### src/rtl/goto_table_writer_if.sv
// Pattern-input, goto-RAM and output-flag-RAM bundle of goto_table_writer.
// master = the writer, slave = pattern source plus the two RAMs.
interface goto_table_writer_if #(
    parameter int STATE_W = 8,
    parameter int CHAR_W  = 4
);
    logic                       PAT_VALID;
    logic [CHAR_W-1:0]          PAT_CHAR;
    logic                       PAT_LAST;
    logic                       PAT_READY;
    logic                       RD_EN;
    logic [STATE_W+CHAR_W-1:0]  RD_ADDR;
    logic [STATE_W-1:0]         RD_DATA;
    logic                       WE;
    logic [STATE_W+CHAR_W-1:0]  WR_ADDR;
    logic [STATE_W-1:0]         WR_DATA;
    logic                       OUT_WE;
    logic [STATE_W-1:0]         OUT_ADDR;
    logic                       OUT_DATA;
    logic                       BUSY;
    logic                       DONE;
    logic                       OVF;
    logic [7:0]                 PAT_COUNT;

    modport master (
        input  PAT_VALID, PAT_CHAR, PAT_LAST, RD_DATA,
        output PAT_READY, RD_EN, RD_ADDR, WE, WR_ADDR, WR_DATA,
               OUT_WE, OUT_ADDR, OUT_DATA, BUSY, DONE, OVF, PAT_COUNT
    );

    modport slave (
        output PAT_VALID, PAT_CHAR, PAT_LAST, RD_DATA,
        input  PAT_READY, RD_EN, RD_ADDR, WE, WR_ADDR, WR_DATA,
               OUT_WE, OUT_ADDR, OUT_DATA, BUSY, DONE, OVF, PAT_COUNT
    );
endinterface

### src/rtl/goto_table_writer.sv
// Aho-Corasick goto-trie builder: clears goto/flag RAMs, then inserts patterns one char per handshake.
// Optional build macro PATTERN_COUNT_EN adds a saturating inserted-pattern counter on PAT_COUNT.
module goto_table_writer #(
    parameter int STATE_W = 8,
    parameter int CHAR_W  = 4
) (
    input  logic                 CLK,
    input  logic                 RST,
    input  logic                 CLEAR,
    goto_table_writer_if.master  bus
);
    localparam int ADDR_W = STATE_W + CHAR_W;
    localparam logic [ADDR_W-1:0] LAST_ADDR = {ADDR_W{1'b1}};

    typedef enum logic [1:0] {
        ST_CLR    = 2'd0,
        ST_ACCEPT = 2'd1,
        ST_LOOK   = 2'd2,
        ST_DRAIN  = 2'd3
    } state_t;

    state_t               r_state;
    state_t               w_next_state;
    logic [STATE_W-1:0]   r_cur;
    logic [STATE_W-1:0]   r_next_free;
    logic [ADDR_W-1:0]    r_clr_addr;
    logic                 r_ovf;
    logic [CHAR_W-1:0]    r_char;
    logic                 r_last;
    logic [7:0]           w_pat_count;

    logic                 w_hit;
    logic                 w_can_alloc;
    logic                 w_ok;
    logic [STATE_W-1:0]   w_resolved;

    // next_free of zero means the state space has wrapped and is exhausted
    assign w_hit       = (bus.RD_DATA != {STATE_W{1'b0}});
    assign w_can_alloc = (r_next_free != {STATE_W{1'b0}});
    assign w_ok        = w_hit || w_can_alloc;
    assign w_resolved  = w_hit ? bus.RD_DATA : r_next_free;

    // state register
    always_ff @(posedge CLK) begin
        if (RST) begin
            r_state <= ST_CLR;
        end else begin
            r_state <= w_next_state;
        end
    end

    // next-state logic; CLEAR overrides any handshake in the same cycle
    always_comb begin
        w_next_state = r_state;
        if (CLEAR) begin
            w_next_state = ST_CLR;
        end else begin
            case (r_state)
                ST_CLR:    w_next_state = (r_clr_addr == LAST_ADDR) ? ST_ACCEPT : ST_CLR;
                ST_ACCEPT: w_next_state = bus.PAT_VALID ? ST_LOOK : ST_ACCEPT;
                ST_LOOK:   w_next_state = (!w_ok && !r_last) ? ST_DRAIN : ST_ACCEPT;
                ST_DRAIN:  w_next_state = (bus.PAT_VALID && bus.PAT_LAST) ? ST_ACCEPT : ST_DRAIN;
                default:   w_next_state = ST_CLR;
            endcase
        end
    end

    // trie-walk datapath: current state, allocator, sweep address, overflow
    always_ff @(posedge CLK) begin
        if (RST) begin
            r_cur       <= {STATE_W{1'b0}};
            r_next_free <= STATE_W'(1);
            r_clr_addr  <= {ADDR_W{1'b0}};
            r_ovf       <= 1'b0;
            r_char      <= {CHAR_W{1'b0}};
            r_last      <= 1'b0;
        end else if (CLEAR) begin
            r_clr_addr  <= {ADDR_W{1'b0}};
        end else begin
            case (r_state)
                ST_CLR: begin
                    r_clr_addr <= r_clr_addr + ADDR_W'(1);
                    if (r_clr_addr == LAST_ADDR) begin
                        r_cur       <= {STATE_W{1'b0}};
                        r_next_free <= STATE_W'(1);
                        r_ovf       <= 1'b0;
                    end
                end
                ST_ACCEPT: begin
                    if (bus.PAT_VALID) begin
                        r_char <= bus.PAT_CHAR;
                        r_last <= bus.PAT_LAST;
                    end
                end
                ST_LOOK: begin
                    if (w_hit) begin
                        r_cur <= bus.RD_DATA;
                    end else if (w_can_alloc) begin
                        r_cur       <= r_next_free;
                        r_next_free <= r_next_free + STATE_W'(1);
                    end else begin
                        r_ovf <= 1'b1;
                    end
                    // end of pattern (inserted or failed) returns to the root
                    if (r_last) begin
                        r_cur <= {STATE_W{1'b0}};
                    end
                end
                ST_DRAIN: begin
                    if (bus.PAT_VALID && bus.PAT_LAST) begin
                        r_cur <= {STATE_W{1'b0}};
                    end
                end
                default: begin
                    r_cur <= {STATE_W{1'b0}};
                end
            endcase
        end
    end

`ifdef PATTERN_COUNT_EN
    logic [7:0] r_pat_count;

    // saturating count of DONE pulses, zeroed for the whole sweep
    always_ff @(posedge CLK) begin
        if (RST || (r_state == ST_CLR)) begin
            r_pat_count <= 8'd0;
        end else if (bus.DONE && (r_pat_count != 8'hFF)) begin
            r_pat_count <= r_pat_count + 8'd1;
        end else begin
            r_pat_count <= r_pat_count;
        end
    end

    assign w_pat_count = r_pat_count;
`else
    assign w_pat_count = 8'd0;
`endif

    // output decode; all strobes held low while RST is asserted
    always_comb begin
        bus.PAT_READY = 1'b0;
        bus.RD_EN     = 1'b0;
        bus.RD_ADDR   = {ADDR_W{1'b0}};
        bus.WE        = 1'b0;
        bus.WR_ADDR   = {ADDR_W{1'b0}};
        bus.WR_DATA   = {STATE_W{1'b0}};
        bus.OUT_WE    = 1'b0;
        bus.OUT_ADDR  = {STATE_W{1'b0}};
        bus.OUT_DATA  = 1'b0;
        bus.BUSY      = 1'b0;
        bus.DONE      = 1'b0;
        if (RST) begin
            bus.BUSY = 1'b1;
        end else begin
            case (r_state)
                ST_CLR: begin
                    bus.BUSY    = 1'b1;
                    bus.WE      = 1'b1;
                    bus.WR_ADDR = r_clr_addr;
                    if (r_clr_addr[ADDR_W-1:STATE_W] == {CHAR_W{1'b0}}) begin
                        bus.OUT_WE   = 1'b1;
                        bus.OUT_ADDR = r_clr_addr[STATE_W-1:0];
                    end else begin
                        bus.OUT_WE   = 1'b0;
                    end
                end
                ST_ACCEPT: begin
                    bus.PAT_READY = 1'b1;
                    bus.RD_EN     = bus.PAT_VALID;
                    bus.RD_ADDR   = {r_cur, bus.PAT_CHAR};
                end
                ST_LOOK: begin
                    if (!w_hit && w_can_alloc) begin
                        bus.WE      = 1'b1;
                        bus.WR_ADDR = {r_cur, r_char};
                        bus.WR_DATA = r_next_free;
                    end else begin
                        bus.WE      = 1'b0;
                    end
                    if (w_ok && r_last) begin
                        bus.OUT_WE   = 1'b1;
                        bus.OUT_ADDR = w_resolved;
                        bus.OUT_DATA = 1'b1;
                        bus.DONE     = 1'b1;
                    end else begin
                        bus.DONE     = 1'b0;
                    end
                end
                ST_DRAIN: begin
                    bus.PAT_READY = 1'b1;
                end
                default: begin
                    bus.BUSY = 1'b1;
                end
            endcase
        end
    end

    assign bus.OVF       = r_ovf;
    assign bus.PAT_COUNT = w_pat_count;
endmodule

### src/flat_wrapper.sv
// flat-port wrapper written by rule: the top's interface ports become plain ports
module goto_table_writer_flat 
#(
    parameter int STATE_W = 8,
    parameter int CHAR_W  = 4
)
  (CLK, RST, CLEAR, bus_PAT_VALID, bus_PAT_CHAR, bus_PAT_LAST, bus_RD_DATA, bus_PAT_READY, bus_RD_EN, bus_RD_ADDR, bus_WE, bus_WR_ADDR, bus_WR_DATA, bus_OUT_WE, bus_OUT_ADDR, bus_OUT_DATA, bus_BUSY, bus_DONE, bus_OVF, bus_PAT_COUNT);
  goto_table_writer_if #(.STATE_W(STATE_W), .CHAR_W(CHAR_W)) bus_i ();
  input  logic CLK;
  input  logic RST;
  input  logic CLEAR;
  input wire logic [$bits(bus_i.PAT_VALID)-1:0] bus_PAT_VALID;
  input wire logic [$bits(bus_i.PAT_CHAR)-1:0] bus_PAT_CHAR;
  input wire logic [$bits(bus_i.PAT_LAST)-1:0] bus_PAT_LAST;
  input wire logic [$bits(bus_i.RD_DATA)-1:0] bus_RD_DATA;
  output wire logic [$bits(bus_i.PAT_READY)-1:0] bus_PAT_READY;
  output wire logic [$bits(bus_i.RD_EN)-1:0] bus_RD_EN;
  output wire logic [$bits(bus_i.RD_ADDR)-1:0] bus_RD_ADDR;
  output wire logic [$bits(bus_i.WE)-1:0] bus_WE;
  output wire logic [$bits(bus_i.WR_ADDR)-1:0] bus_WR_ADDR;
  output wire logic [$bits(bus_i.WR_DATA)-1:0] bus_WR_DATA;
  output wire logic [$bits(bus_i.OUT_WE)-1:0] bus_OUT_WE;
  output wire logic [$bits(bus_i.OUT_ADDR)-1:0] bus_OUT_ADDR;
  output wire logic [$bits(bus_i.OUT_DATA)-1:0] bus_OUT_DATA;
  output wire logic [$bits(bus_i.BUSY)-1:0] bus_BUSY;
  output wire logic [$bits(bus_i.DONE)-1:0] bus_DONE;
  output wire logic [$bits(bus_i.OVF)-1:0] bus_OVF;
  output wire logic [$bits(bus_i.PAT_COUNT)-1:0] bus_PAT_COUNT;
  assign bus_i.PAT_VALID = bus_PAT_VALID;
  assign bus_i.PAT_CHAR = bus_PAT_CHAR;
  assign bus_i.PAT_LAST = bus_PAT_LAST;
  assign bus_i.RD_DATA = bus_RD_DATA;
  assign bus_PAT_READY = bus_i.PAT_READY;
  assign bus_RD_EN = bus_i.RD_EN;
  assign bus_RD_ADDR = bus_i.RD_ADDR;
  assign bus_WE = bus_i.WE;
  assign bus_WR_ADDR = bus_i.WR_ADDR;
  assign bus_WR_DATA = bus_i.WR_DATA;
  assign bus_OUT_WE = bus_i.OUT_WE;
  assign bus_OUT_ADDR = bus_i.OUT_ADDR;
  assign bus_OUT_DATA = bus_i.OUT_DATA;
  assign bus_BUSY = bus_i.BUSY;
  assign bus_DONE = bus_i.DONE;
  assign bus_OVF = bus_i.OVF;
  assign bus_PAT_COUNT = bus_i.PAT_COUNT;
  goto_table_writer #(.STATE_W(STATE_W), .CHAR_W(CHAR_W)) u_core (.CLK(CLK), .RST(RST), .CLEAR(CLEAR), .bus(bus_i));
endmodule
### config.mk
export PLATFORM = sky130hd
export DESIGN_NAME = goto_table_writer_flat
export DESIGN_NICKNAME = d
export VERILOG_FILES = /design/src/rtl/goto_table_writer_if.sv /design/src/rtl/goto_table_writer.sv /design/src/flat_wrapper.sv
export SDC_FILE = /design/constraint.sdc
export NUM_CORES = 1
export LEC_CHECK = 0
export ABC_AREA = 1
export ABC_CLOCK_PERIOD_IN_PS = 2900
export CORE_UTILIZATION = 30
export CTS_CLUSTER_SIZE = 14
export DETAILED_ROUTE_END_ITERATION = 6
export PLACE_DENSITY = 0.62
export SYNTH_ARGS = -nofsm -noshare
export SYNTH_HDL_FRONTEND = slang
export SYNTH_SLANG_ARGS = --single-unit
### constraint.sdc
create_clock -name CLK -period 2.9 [get_ports CLK]
set_input_delay 0.58 -clock CLK [delete_from_list [all_inputs] [get_ports CLK]]
set_output_delay 0.58 -clock CLK [all_outputs]
set_load 0.02 [all_outputs]
==> impl_metrics.toml, run 1 <==
[global_routing]
grtUsageMet1_pct = 24.8
grt_usage_pct = 19.3
met2_usage_pct = 32.1
grt-busiest-layer = "met2"
grt_overflow_total = 0
grt_start_max_net_pins = 21
antenna_found_initial = 0
grt_pass1_wl_mm = 13.1
grt_pass1_vias = 2829
met3_usage_pct = 2.99

[logic_synthesis]
synthCells = 421
syn_area_per_cell_sq_um = 6.04
synth_ff_type = "dfxtp_1"
synth-async-reset-ratio_pct = 0
synth_area_leader_cell = "dfxtp_1"
synth_area_leaders = "dfxtp_1, nor2_1, nand2_1, a21oi_1, inv_1"
yosys.area.top_type_share_pct = 28.3
ys_warn_count = 0
seq_area_frac_synth_pct = 28.3
syn_area_sq_um = 2540
synth_seq_cells = 36
ys_types = 34
synth-edff-count = 0

[cells_and_area]
areaGrowthSynthToFinish_pct = 35.5
final_area_sq_um = 3450
diodes = 0
layout-drive-gt1-share_pct = 20.2
layout.nets = 530
final_core_util_pct = 41.9

[power]
combPwrFrac_pct = 11.3
power.share.switching_pct = 27.6
seqPwrFrac_pct = 50.5
pwr-share-clk_pct = 38.3
p_leak_nw = 1.50
p_per_area_nw_per_um2 = 285
peakVddDrop_uv = 154
p_int_mw = 0.711
power_switching_mw = 0.272

[routing]
route.detailed.drc = 0
routed-via-count = 2943
drt_pre_antenna_iters = 4
routedWlPerCell_um = 13.0
drt_iter0_drc = 198
drt-vias-per-instance = 4.78
drtAntennaViolNets = 0
wl_mm = 8.03

[outcome]
status = "complete, no violations"

[worst_setup_path]
critPathArrivalTime_ns = 2.26
rr_startpoint = "u_core.r_state[0]"
worst-path-max-fanout = 8
r2r_cells = 9
r2r-end = "u_core.r_next_free[6]"
setup.worst_path.end = "bus_BUSY"
worstPathRequired_ns = 2.32
startpoint = "RST"
cp-start-kind = "input port"
r2r_setup_slack_ns = 1.06
end_kind = "output port"
worst-setup-path-type = "input port to output port"

[die]
fp-row-count = 33
die_h_um = 94.1
initial_utilization_pct = 30.9
coreArea_sq_um = 8220
die_area_sq_um = 8850
die-width_um = 94.1
boundaryPins = 73

[clocking]
htree_levels = 2
clock_latency_ns = 0.31
cts_root_buffer = "clkbuf_8"
cts_sinks = 36
hold_buffers = 0
cts_buffers = 5
clkTransAtPathRegs_ns = 0.08
cts_tree = "yes"
cts_buffer_depth = 2

[sta]
fin_crit_sh_pct = 97.9
rsz0062_at_grt = "yes"
drv_slew = 0
min_period_ns = 2.84
final_hold_viol_count = 0
fmax_mhz = 352
finalClockSkew_ns = 0.0122
setup_violations = 0
tns_ns = 0

[placed_design]
routabilityCongestion = 0.877
io_buffer_count = 64
placed_area_sq_um = 3450
dp_hpwl_mm = 6.24

[run]
max_cap_violations = 0

[hold_path]
hp-start = "u_core.bus.OVF"
hold_path.class = "flop to flop"
-- power groups by stage --
| stage | combinational, mW | sequential, mW | clock (mW) |
|---|---|---|---|
| after floorplan | 0.0556 | 0.508 | 0 |
| after global placement | 0.110 | 0.508 | 0 |
| after detailed placement | 0.110 | 0.508 | 0 |
| after CTS | 0.109 | 0.496 | 0.384 |
| after global routing | 0.120 | 0.497 | 0.401 |
| final | 0.111 | 0.496 | 0.376 |
-- state kept, by name, summed over array words and instances, names as in the netlist --
register and count:
u_core.r_clr_addr 12, u_core.r_next_free 8, u_core.r_last 1, u_core.r_char 4, u_core.r_cur 8, u_core.bus.OVF 1
u_core.r_state 2
-- worst min path at each step --
stage,end,cells past startpoint
5_1_grt,u_core.bus.OVF,2
4_1_cts,u_core.bus.OVF,2
3_5_place_dp,u_core.bus.OVF,2
6_report,u_core.bus.OVF,2
3_3_place_gp,u_core.bus.OVF,2
2_1_floorplan,u_core.r_clr_addr[2],2
-- layout make-up --
class	instances	area, sq um
Clock buffer	5	68.8
Clock inverter	3	18.8
Fill cell	907	4770
Inverter	45	170
Multi-Input combinational cell	324	1570
Sequential cell	36	721
Tap cell	105	131
Timing Repair Buffer	98	762
-- cell usage after synthesis (2+ instances only) --
master / n
a21oi_1: 39
a22oi_1: 5
buf_1: 2
buf_2: 2
buf_4: 10
clkbuf_1: 7
dfxtp_1: 36
ha_1: 3
inv_1: 40
inv_2: 4
nand2_1: 88
nand2_2: 5
nand3_1: 17
nand4_1: 8
nor2_1: 90
nor2_2: 2
nor2_4: 5
nor3_1: 22
o21ai_0: 20
xor2_1: 2
-- logic make-up (layout without fill, tap and decap cells) --
kind of cell,count (synthesis),after routing,share of synthesized area [%]
other cells,1,8,0.147
compound gates,67,67,13.9
simple gates,243,243,42.7
xor+xnor,3,3,1.03
flops,36,36,28.3
buf+inv,68,151,12.4
fa+ha+maj,3,3,1.48
-- repair_timing --
item / in CTS / in global routing
buffers inserted: 0 / 0
setup endpoints to repair: 33 / 32
pin swaps: 0 / 2
gates resized for setup: 66 / 56
-- per-layer routing --
| layer | vias up | wire length, um |
|---|---|---|
| li1 | 1517 | - |
| met1 | 1341 | 3760 |
| met2 | 76 | 3760 |
| met3 | 9 | 338 |
| met4 | 0 | 162 |
| met5 | - | 0 |
-- cells in the final DEF, fill, tap and decap left out, types with 4 or more instances in the layout --
cell             instances
conb_1                   8
o21ai_0                 20
nor2_2                   4
buf_2                    6
a21oi_1                 35
clkbuf_2                21
inv_1                   40
buf_4                   36
nand4_1                  8
nand3_1                 17
nor2_4                   5
nor3_1                  19
dlymetal6s2s_1           4
clkbuf_8                 5
clkdlybuf4s50_1         28
nor2_1                  88
nand2_2                  7
dfxtp_1                 36
a21oi_2                  4
a22oi_1                  5
nand2_1                 86
inv_2                    4
-- worst max-delay path, cell delays in order --
cell and delay [ns]:
clkdlybuf4s50_1 0.64, clkinv_2 0.17, buf_4 0.19, nand2_1 0.06, clkdlybuf4s50_1 0.61
-- per-stage QoR --
stage / hold WS (ns) / total power [mW] / setup WS, ns / std cells
detailed placement: 0.442 / 0.618 / -0.371 / 608
global placement: 0.444 / 0.618 / -0.312 / 608
global route: 0.498 / 1.02 / -0.00412 / 616
floorplan: 0.458 / 0.563 / 0.574 / 428
CTS: 0.454 / 0.989 / -0.00629 / 616
finish: 0.452 / 0.983 / 0.0602 / 616
(Power assumes the default switching activity.)
==> run 2, diff against run 1 <==
--- a/config.mk
+++ b/config.mk
@@ -10,7 +10,7 @@
 export CORE_UTILIZATION = 30
 export CTS_CLUSTER_SIZE = 14
 export DETAILED_ROUTE_END_ITERATION = 6
-export PLACE_DENSITY = 0.62
+export PLACE_DENSITY_LB_ADDON = 0.05
 export SYNTH_ARGS = -nofsm -noshare
 export SYNTH_HDL_FRONTEND = slang
 export SYNTH_SLANG_ARGS = --single-unit
==> run 2 against run 1 <==
Flip-flop and latch count is the same; clock power up 22%; largest power group unchanged; register-to-register slack about the same; global-route usage grew 1.2 points; combinational power about the same; utilization grew 1.2 points; first-iteration DRC count down 40%.
==> impl_metrics.toml, run 2 (synthesized netlist as in run 1, its figures left out) <==
[hold_path]
hold_path.class = "flop to flop"
hp-start = "u_core.bus.OVF"
whs_path_depth = 2
whs_endpoint = "u_core.bus.OVF"

[sta]
final.setup.worst_slack_ns = 0.0961
rsz0062_at_grt = "no"
min_period_ns = 2.80
fmax_mhz = 357
setup_violations = 0
fin_crit_sh_pct = 96.7
drv_slew = 0
finalClockSkew_ns = 0.0109
final_hold_viol_count = 0

[die]
die-width_um = 94.1
boundaryPins = 73
die_area_sq_um = 8850
die_h_um = 94.1
fp-row-count = 33
coreArea_sq_um = 8220
initial_utilization_pct = 30.9

[clocking]
hold_buffers = 0
cts_sinks = 36
cts_root_buffer = "clkbuf_8"
cts_buffer_depth = 2
clock_latency_ns = 0.30
clkTransAtPathRegs_ns = 0.08
cts_buffers = 5
htree_levels = 2
cts_tree = "yes"

[worst_setup_path]
worst_path_largest_cell_delay_ns = 0.61
path_delay_family = "buffers and inverters"
r2r-end = "u_core.r_cur[2]"
rr_startpoint = "u_core.r_state[0]"
cp-start-kind = "input port"
cpMostUsedCell = "clkdlybuf4s50_1"
worst-path-max-fanout = 8
cp_slowest_cell = "clkdlybuf4s50_1"
worstPathRequired_ns = 2.32
cp_cell_sequence = "clkdlybuf4s50_1 -> clkinv_1 -> buf_4 -> nand2_1 -> clkdlybuf4s50_1"
r2r_setup_slack_ns = 1.05
r2r_cells = 7
critPathArrivalTime_ns = 2.22
cp_num_buf_inv = 4
worst-setup-path-type = "input port to output port"
end_kind = "output port"

[placed_design]
routabilityCongestion = 0.828
dp_hpwl_mm = 6.76
io_buffer_count = 64
dp.cells = 611
place_ws_ns = -0.374

[cells_and_area]
max_flop_register = "u_core.r_clr_addr"
fillers = 905
seq_area_sq_um = 721
final_cell_mix = "nor2_1, nand2_1, inv_1, buf_4, dfxtp_1"
areaGrowthSynthToFinish_pct = 39.4
reg_top3 = "u_core.r_clr_addr (12), u_core.r_cur (8), u_core.r_next_free (8)"
layout.nets = 535
largest_register_ffs = 12
diodes = 0
final_cells = 621
final_common_cell = "nor2_1"
final_core_util_pct = 43.1
layout-drive-gt1-share_pct = 19.4
multi_input_area_sq_um = 1570

[power]
p_leak_nw = 1.49
power.total_mw = 1.07
p_per_area_nw_per_um2 = 301
peakVddDrop_uv = 152

[global_routing]
grt_overflow_total = 0
grt_start_max_net_pins = 36
grt_pass1_wl_mm = 13.8
grt_pass1_vias = 2746
grt_usage_pct = 20.5
antenna_found_initial = 0

[routing]
drt-vias-per-instance = 4.79
routed-via-count = 2975
drt_iter0_drc = 118
routedWlPerCell_um = 13.8
route.detailed.drc = 0
wl_mm = 8.58
drtAntennaViolNets = 0
drt_pre_antenna_iters = 4

[run]
max_cap_violations = 0

[outcome]
status = "complete, no violations"
==> run 2: worst max-delay path by stage <==
stage                              start         endpoint  slack, ns  depth (start not counted)
after floorplan           bus_RD_DATA[1]   bus_WR_DATA[0]       0.57                          7
after global placement    bus_RD_DATA[5]   bus_WR_DATA[5]      -0.36                          9
after detailed placement  bus_RD_DATA[5]  bus_OUT_ADDR[7]      -0.37                         11
after CTS                 bus_RD_DATA[1]  bus_OUT_ADDR[7]     -0.005                         10
after global routing      bus_RD_DATA[1]         bus_DONE      0.009                         10
final                                RST         bus_BUSY        0.1                          5
==> run 2: routing by layer <==
layer | share of wire [%] | global-route usage [%]
met2 | 46 | 33.9
met3 | 2.9 | 2.91
met5 | 0 | 0
met1 | 50 | 27.4
met4 | 1.3 | 5.64
==> run 2: final cells by class <==
cell class,count,share of cell area (%)
clock buffers,6,2.05
flip-flops and latches,36,20.3
inverters,45,4.77
well taps,105,3.71
repair buffers,103,23.9
multi-input cells,324,44.2
clock inverters,2,0.989
==> run 2: where the power goes <==
part           switching (mW)  total [mW]  internal (mW)
combinational          0.0633       0.114         0.0504
sequential            0.00127       0.496          0.495
clock                   0.201       0.457          0.256
==> run 2: worst reg2reg max path, cell delays in order (launching register included) <==
cell,delay (ns)
dfxtp_1,0.42
inv_2,0.08
nand2_2,0.29
inv_2,0.20
nand2_2,0.23
nand3_4,0.22
a21oi_1,0.24
nor2_1,0.06
==> run 2: metrics by stage <==
stage | area (sq um) | TNS [ns] | hold WS, ns
finish | 3540 | 0 | 0.452
global route | 3540 | 0 | 0.473
CTS | 3620 | -0.00527 | 0.455
detailed placement | 3500 | -10.14 | 0.441
global placement | 3500 | -9.50 | 0.444
floorplan | 2570 | 0 | 0.458
==> run 2: repair_timing <==
action,in CTS,in global routing
endpoints found under the setup margin,32,30
resized for setup,78,39
cloned,0,0
pin swaps,1,1
setup buffers,2,0
==> run 3, diff against run 2 <==
--- a/config.mk
+++ b/config.mk
@@ -7,7 +7,8 @@
 export LEC_CHECK = 0
 export ABC_AREA = 1
 export ABC_CLOCK_PERIOD_IN_PS = 2900
-export CORE_UTILIZATION = 30
+export CORE_MARGIN = 5
+export CORE_UTILIZATION = 45
 export CTS_CLUSTER_SIZE = 14
 export DETAILED_ROUTE_END_ITERATION = 6
 export PLACE_DENSITY_LB_ADDON = 0.05
==> run 3 against run 2 <==
Clock power decreased by 1%; flip-flop and latch count stayed put; worst hold slack better by 0.014 ns; routed wire length down 5.7%; utilization grew 19 points; maximum frequency fell by 0.70%; count of clock-buffer cells in the layout unchanged; via count grew 1.1%; critical endpoint is now bus_OUT_ADDR[7]; largest power group unchanged.
==> impl_metrics.toml, run 3 (synthesized netlist as in run 1, its figures left out) <==
[power]
power.share.switching_pct = 24.5
pwr-share-clk_pct = 42.7
p_int_mw = 0.797
p_per_area_nw_per_um2 = 308
peakVddDrop_uv = 193
p_leak_nw = 1.47
power_switching_mw = 0.259
combPwrFrac_pct = 10.3
seqPwrFrac_pct = 47.0

[sta]
drv_slew = 0
worst_hold_slack_ns = 0.466
fin_crit_sh_pct = 97.4
final_hold_viol_count = 0
fmax_mhz = 354
min_period_ns = 2.82
setup_violations = 0
finalClockSkew_ns = 0.00638

[clocking]
hold_buffers = 0
cts_buffer_depth = 2
cts_sinks = 36
clkTransAtPathRegs_ns = 0.08
cts_tree = "yes"
cts_buffers = 5
htree_levels = 2
clock_latency_ns = 0.29
cts_root_buffer = "clkbuf_8"

[die]
boundaryPins = 73
die_h_um = 85.2
initial_utilization_pct = 46.2
die-width_um = 85.2
fp-row-count = 27
die_area_sq_um = 7250
coreArea_sq_um = 5510

[routing]
drt-vias-per-instance = 5.20
drtAntennaViolNets = 0
route.detailed.drc = 0
drt_pre_antenna_iters = 5
drt_iter0_drc = 277
routedWlPerCell_um = 14.0
wl_mm = 8.09
routed-via-count = 3007

[placed_design]
io_buffer_count = 64
dp_hpwl_mm = 6.35
dp.cells = 568
routabilityCongestion = 0.921
placed_area_sq_um = 3370

[outcome]
status = "complete, no violations"

[worst_setup_path]
worst-path-max-fanout = 6
worst_path_largest_cell_delay_ns = 0.43
worstPathRequired_ns = 2.32
cp_cell_sequence = "clkdlybuf4s50_1 -> nor2_2 -> nand2_2 -> nor2_4 -> nor2_1 -> a21oi_1 -> nand2_1 -> a21oi_1 -> dlygate4sd2_1"
cp-start-kind = "input port"
critPathArrivalTime_ns = 2.24
cpMostUsedCell = "a21oi_1"
end_kind = "output port"
cp_slowest_cell = "clkdlybuf4s50_1"
worst-setup-path-type = "input port to output port"

[cells_and_area]
final_core_util_pct = 62.3
areaGrowthSynthToFinish_pct = 35.0
layout-drive-gt1-share_pct = 16.0
reg_top3 = "u_core.r_clr_addr (12), u_core.r_cur (8), u_core.r_next_free (8)"
final_area_sq_um = 3430
final_cells = 578
largest_register_ffs = 12
fillers = 525
final_cell_mix = "nor2_1, nand2_1, inv_1, a21oi_1, dfxtp_1"
final_common_cell = "nor2_1"
layout.nets = 525
max_flop_register = "u_core.r_clr_addr"
diodes = 0

[global_routing]
grt_pass1_vias = 2721
grt_pass1_wl_mm = 13.2
antenna_found_initial = 0
grt_overflow_total = 0
grt_start_max_net_pins = 33
grt_usage_pct = 22.3

[run]
max_cap_violations = 0

[hold_path]
hold_path.class = "flop to flop"
-- run 3: critical path: cells and delay by family --
kind                   cells  cell delay (ns)
AO/OA/AOI/OAI              2             0.32
AND/OR/NAND/NOR            5             0.56
buffers and inverters      2             0.79
-- run 3: cell type report --
class,count,area [sq um],area share [%]
clock buffers,6,72.6,2.11
clock inverters,2,35.0,1.02
well taps,72,90.1,2.62
flip-flops and latches,36,721,21.0
multi-input cells,324,1550,45.2
repair buffers,93,795,23.1
inverters,45,169,4.92
-- run 3: worst paths after layout --
kind,startpoint,end,slack [ns],cells after the start
setup / recovery,bus_RD_DATA[0],bus_OUT_ADDR[7],0.08,9
hold / removal,u_core.bus.OVF,u_core.bus.OVF,0.47,2
hold reg to reg,u_core.bus.OVF,u_core.bus.OVF,0.47,2
setup reg to reg,u_core.r_state[0],u_core.r_next_free[6],1.09,9
-- run 3: timing repair --
| action | CTS | global route |
|---|---|---|
| pin swaps | 2 | 6 |
| resized for setup | 48 | 45 |
| setup endpoints to repair | 32 | 33 |
| buffers inserted | 2 | 0 |
-- run 3: power by group through the flow --
stage | registers, mW | clock network (mW) | logic (mW)
final | 0.496 | 0.451 | 0.109
after CTS | 0.496 | 0.452 | 0.107
after floorplan | 0.508 | 0 | 0.0556
after global routing | 0.497 | 0.480 | 0.117
after global placement | 0.508 | 0 | 0.108
after detailed placement | 0.508 | 0 | 0.109
-- run 3: stage by stage --
stage / TNS (ns) / worst slack (ns) / total power, mW
6_report: 0 / 0.0763 / 1.06
5_1_grt: -0.0190 / -0.00630 / 1.09
4_1_cts: 0 / 0.000526 / 1.06
3_5_place_dp: -8.92 / -0.378 / 0.617
3_3_place_gp: -7.90 / -0.350 / 0.616
2_1_floorplan: 0 / 0.574 / 0.563
-- run 3: metal layers --
metal	vias to the layer above	global-route usage, %	wire (um)	share of wire, %
li1	1512	-	-	-
met1	1357	30.9	3580	44
met2	123	36.0	3740	46
met3	15	3.69	635	7.9
met4	0	5.47	137	1.7
met5	-	0	0	0
==> patch 1: new RTL, flow settings as in run 3 <==
`CHAR_W` is set to 4 in 3 places; all go to 3.
--- a/src/rtl/goto_table_writer_if.sv
+++ b/src/rtl/goto_table_writer_if.sv
@@ -4,3 +4,3 @@
     parameter int STATE_W = 8,
-    parameter int CHAR_W  = 4
+    parameter int CHAR_W  = 3
 );
--- a/src/rtl/goto_table_writer.sv
+++ b/src/rtl/goto_table_writer.sv
@@ -4,3 +4,3 @@
     parameter int STATE_W = 8,
-    parameter int CHAR_W  = 4
+    parameter int CHAR_W  = 3
 ) (
--- a/src/flat_wrapper.sv
+++ b/src/flat_wrapper.sv
@@ -4,3 +4,3 @@
     parameter int STATE_W = 8,
-    parameter int CHAR_W  = 4
+    parameter int CHAR_W  = 3
 )
Ports: changed (resized bus_PAT_CHAR, bus_RD_ADDR and bus_WR_ADDR); port bits go from 73 to 70. The function was not compared with the original's and may differ.
==> patch 1 against run 3 <==
Sequential cell count shrank 2; utilization grew 1.2 points; non-clock buffer count shrank 4; critical path type unchanged; via count shrank 7.8%; first-iteration DRC count shrank 51%; setup slack gained 0.022 ns; wire length shrank 5.3%; area after synthesis shrank 5.9%; die area shrank 5.2%; critical path depth shrank 3; maximum frequency grew 0.80%; synthesized cell count shrank 6.4%; design area shrank 4.9%; total power shrank 4.4%.
==> patch 1: results (changes against run 3) <==
| Metric | Value |
|---|---|
| ClkCell Share | `0.03259 (+0.001239)` |
| Sequential fraction of design power | `0.465 (-0.005)` |
| GR Util met2 | `0.3550 (-0.005213)` |
| Pwr Density | `309.4 nW/µm² (+0.53%)` |
| Share of cells above drive strength 1 | `0.1621 (+0.002026)` |
| Multi-Input Combinational | `301 (-7.1%)` |
| #FFs+latches synth | `34 (-5.6%)` |
| Routed vias | `2772 (-7.8%)` |
| Crit path capture | `bus_RD_ADDR[2]` |
| XOR/XNOR Fraction of Synth Area | `0.007318 (-0.003016)` |
| Post-CTS Resized | `73 (+52%)` |
| Register area | `680.7 µm² (-5.6%)` |
| Met3 WL | `479 µm (-25%)` |
| Final GP Congestion | `0.9345 (+1.5%)` |
| Metal1 wirelength | `3.645 mm (+1.8%)` |
| First-pass GRT wire length | `12.50 mm (-5.2%)` |
| Drt wl/cell | `14.06 µm (+0.48%)` |
| Count of cell types in the netlist | `30 (-12%)` |
| Worst path arrival time | `2.22 ns (-0.02 ns)` |
| Layout non-clock buf frac | `0.2289 (-0.002588)` |
| PortBufs | `61 (-4.7%)` |
| Gr usage total | `0.2174 (-0.005796)` |
| Critical R2R Launch | `u_core.r_clr_addr[0]` |
| Synth Area in Adders | `0.01568 (+0.0009184)` |
| Initial drt markers | `137 (-51%)` |
| CLK BUF | `7 (+1)` |
| Avg Vias per Cell | `5.086 (-2.2%)` |
| # diodes | `0 (unchanged)` |
| Dominant cells by area after synthesis | `dfxtp_1 (28%), nand2_1 (13%), nor2_1 (12%)` |
| Non-CTS buffers | `89 (-4.3%)` |
| Leak | `1.399 nW (-4.9%)` |
| Vias in the first global route | `2650 (-2.6%)` |
| Post-Synthesis Cells | `394 (-6.4%)` |
| R2R Path End | `u_core.r_next_free[7]` |
| Placed Instance Area | `3188 µm² (-5.4%)` |
| Met1 Use GR | `0.2915 (-0.01750)` |
| Final Skew | `0.007111 ns (+0.0007333 ns)` |
| Hold_sp | `u_core.r_clr_addr[1]` |
| R2R Setup Slk | `1.04 ns (-0.05 ns)` |
| Top flop regs | `u_core.r_clr_addr: 11 flops, u_core.r_cur: 8 flops, u_core.r_next_free: 8 flops` |
| Status | `completed` |
| CP max FO | `7 (+1)` |
| DP Wirelength | `5.884 mm (-7.3%)` |
| R2R cell count | `8 (-1)` |
| Sequential-to-total area share from yosys stat | `0.2844 (+0.0009055)` |
| 1st-pass router iterations | `4 (-1)` |
| Clk. pwr | `0.436 mW (-3%)` |
| Layout net count | `493 (-6.1%)` |
| Pin count of the biggest net entering global routing | `28 (-15%)` |
| Met2 wire len | `3.442 mm (-7.8%)` |
| Switching Fraction | `0.2359 (-0.009437)` |
| Multi-input gate share of total cell area | `0.4528 (+0.001142)` |
| Non-CTS inverters | `43 (-4.4%)` |
| Fillers | `543 (+3.4%)` |
[patch 1: cell count changes in the layout (fill, tap and decap cells not counted), moves of 7 or more]
cell / run 3 / this run
nor2_1: 89 / 77
nand3_1: 17 / 24
buf_2: 2 / 10
nand2_1: 87 / 80
a21oi_1: 36 / 44
clkbuf_2: 16 / 8
[patch 1: worst max-delay path: cells and delay by family]
family / cells / cell delay (ns)
buffers and inverters: 4 / 1.49
AND/OR/NAND/NOR: 2 / 0.14
[patch 1: stage by stage]
stage            util  hold WS [ns]  power, mW  setup slack [ns]  setup TNS (ns)
6_report       0.6349        0.5009      1.010           0.09865               0
5_1_grt        0.6349        0.5401      1.044          0.003705               0
4_1_cts        0.6339        0.4988      1.018          -0.02086        -0.02304
3_5_place_dp   0.6203        0.4876     0.5854           -0.3953          -9.361
3_3_place_gp   0.6203        0.4846     0.5852           -0.3650          -8.864
2_1_floorplan       -        0.4614     0.5363            0.4004               0
==> patch 2: new RTL, flow settings as in run 3 <==
Made on the original files. Encoding of `state_t`: now one-hot (4 bits for 4 states).
--- a/src/rtl/goto_table_writer.sv
+++ b/src/rtl/goto_table_writer.sv
@@ -14,7 +14,7 @@
 
-    typedef enum logic [1:0] {
-        ST_CLR    = 2'd0,
-        ST_ACCEPT = 2'd1,
-        ST_LOOK   = 2'd2,
-        ST_DRAIN  = 2'd3
+    typedef enum logic [3:0] {
+        ST_CLR    = 4'b0001,
+        ST_ACCEPT = 4'b0010,
+        ST_LOOK   = 4'b0100,
+        ST_DRAIN  = 4'b1000
     } state_t;
Function: no difference found for any inputs over 10 cycles, from zero or initial values and one cycle with RST high; not proved beyond that.
==> patch 2 against run 3 <==
Design area up 1.8%; wire length grew 3.3%; non-clock buffer count is 3 lower; setup slack better by 0.025 ns; clock power up 25%; total power grew 13%; critical path depth is 3 lower; sequential power increased by 5.6%; count of clock-buffer cells in the layout is the same; area after synthesis rose by 3.1%; synthesized cell count is 2.4% higher; sequential cell count grew 2.
==> patch 2: results (changes against run 3) <==
| Metric | Value |
|---|---|
| Status | `completed` |
| Met3 WL | `684 µm (+7.7%)` |
| Routed vias | `3046 (+1.3%)` |
| Hold endpoint | `u_core.r_char[1]` |
| Synth Area in Adders | `0.01432 (-0.0004440)` |
| CP max FO | `18 (+12)` |
| Dominant cells by area after synthesis | `dfxtp_1 (29%), nand2_1 (13%), nor2_1 (9.9%)` |
| Most instantiated cells after synthesis | `nand2_1 (94), nor2_1 (69), inv_1 (56)` |
| Leak | `1.532 nW (+4.2%)` |
| DP Wirelength | `6.402 mm (+0.83%)` |
| Layout non-clock buf frac | `0.2134 (-0.01811)` |
| Peak supply drop | `0.1722 mV (-11%)` |
| Gr usage total | `0.2275 (+0.004282)` |
| Sequential-to-total area share from yosys stat | `0.2902 (+0.006750)` |
| Synth Area in Compound Gates | `0.1575 (+0.01825)` |
| Metal1 wirelength | `3.669 mm (+2.5%)` |
| XOR/XNOR Fraction of Synth Area | `0.003341 (-0.006993)` |
| Hold_sp | `u_core.r_char[1]` |
| Vias in the first global route | `2919 (+7.3%)` |
| Met2 wire len | `3.827 mm (+2.5%)` |
| Final Skew | `0.005837 ns (-0.0005404 ns)` |
| Pin count of the biggest net entering global routing | `29 (-12%)` |
| Critical R2R Launch | `u_core.r_next_free[0]` |
| Final GP Congestion | `0.8913 (-3.2%)` |
| Slowest stage delay, CP | `0.61 ns (+0.18 ns)` |
| Count of cell types in the netlist | `33 (-2.9%)` |
| First-pass GRT wire length | `13.68 mm (+3.8%)` |
| Postcts setup bufs | `0 (-2)` |
| Area grow syn2layout | `33.32%` |
| R2R Setup Slk | `1.04 ns (-0.05 ns)` |
| Seq area share | `0.2177 (+0.007698)` |
| Non-CTS inverters | `59 (+31%)` |
| Initial drt markers | `197 (-29%)` |
patch 2: cell count changes in the layout (fill, tap and decap cells not counted), moves of 6 or more:
cell / before / now
a21oi_1: 36 / 42
nand2_1: 87 / 94
nor2_1: 89 / 69
inv_1: 40 / 56
nand4_1: 8 / 2
nand3_1: 17 / 30
patch 2: what timing repair did:
action | 4_1_cts | 5_1_grt
endpoints found under the hold margin | 0 | 0
gates resized for setup | 35 | 44
setup endpoints to repair | 33 | 24
patch 2: through the flow:
stage / utilization / worst slack, ns / hold slack [ns] / std cells
2_1_floorplan: - / 0.5743 / 0.4247 / 438
3_3_place_gp: 0.6220 / -0.2381 / 0.4310 / 580
3_5_place_dp: 0.6220 / -0.3148 / 0.4364 / 580
4_1_cts: 0.6404 / 0.007353 / 0.4481 / 588
5_1_grt: 0.6269 / 0.0007117 / 0.4786 / 588
6_report: 0.6269 / 0.1011 / 0.4486 / 588
patch 2: worst max-delay path by stage:
| stage | startpoint | to | slack (ns) |
|---|---|---|---|
| final | RST | bus_RD_ADDR[2] | 0.10 |
| after CTS | bus_RD_DATA[5] | bus_OUT_ADDR[6] | 0.007 |
| after global placement | bus_RD_DATA[5] | bus_WR_ADDR[6] | -0.24 |
| after floorplan | bus_RD_DATA[5] | bus_OUT_ADDR[6] | 0.57 |
| after global routing | RST | bus_RD_ADDR[2] | 0.0007 |
| after detailed placement | bus_RD_DATA[5] | bus_OUT_ADDR[7] | -0.31 |
patch 2: report_power, final:
| group | internal, mW | total, mW | switching [mW] |
|---|---|---|---|
| Sequential | 0.523 | 0.524 | 0.00135 |
| Clock | 0.367 | 0.564 | 0.197 |
| Combinational | 0.0425 | 0.102 | 0.0600 |
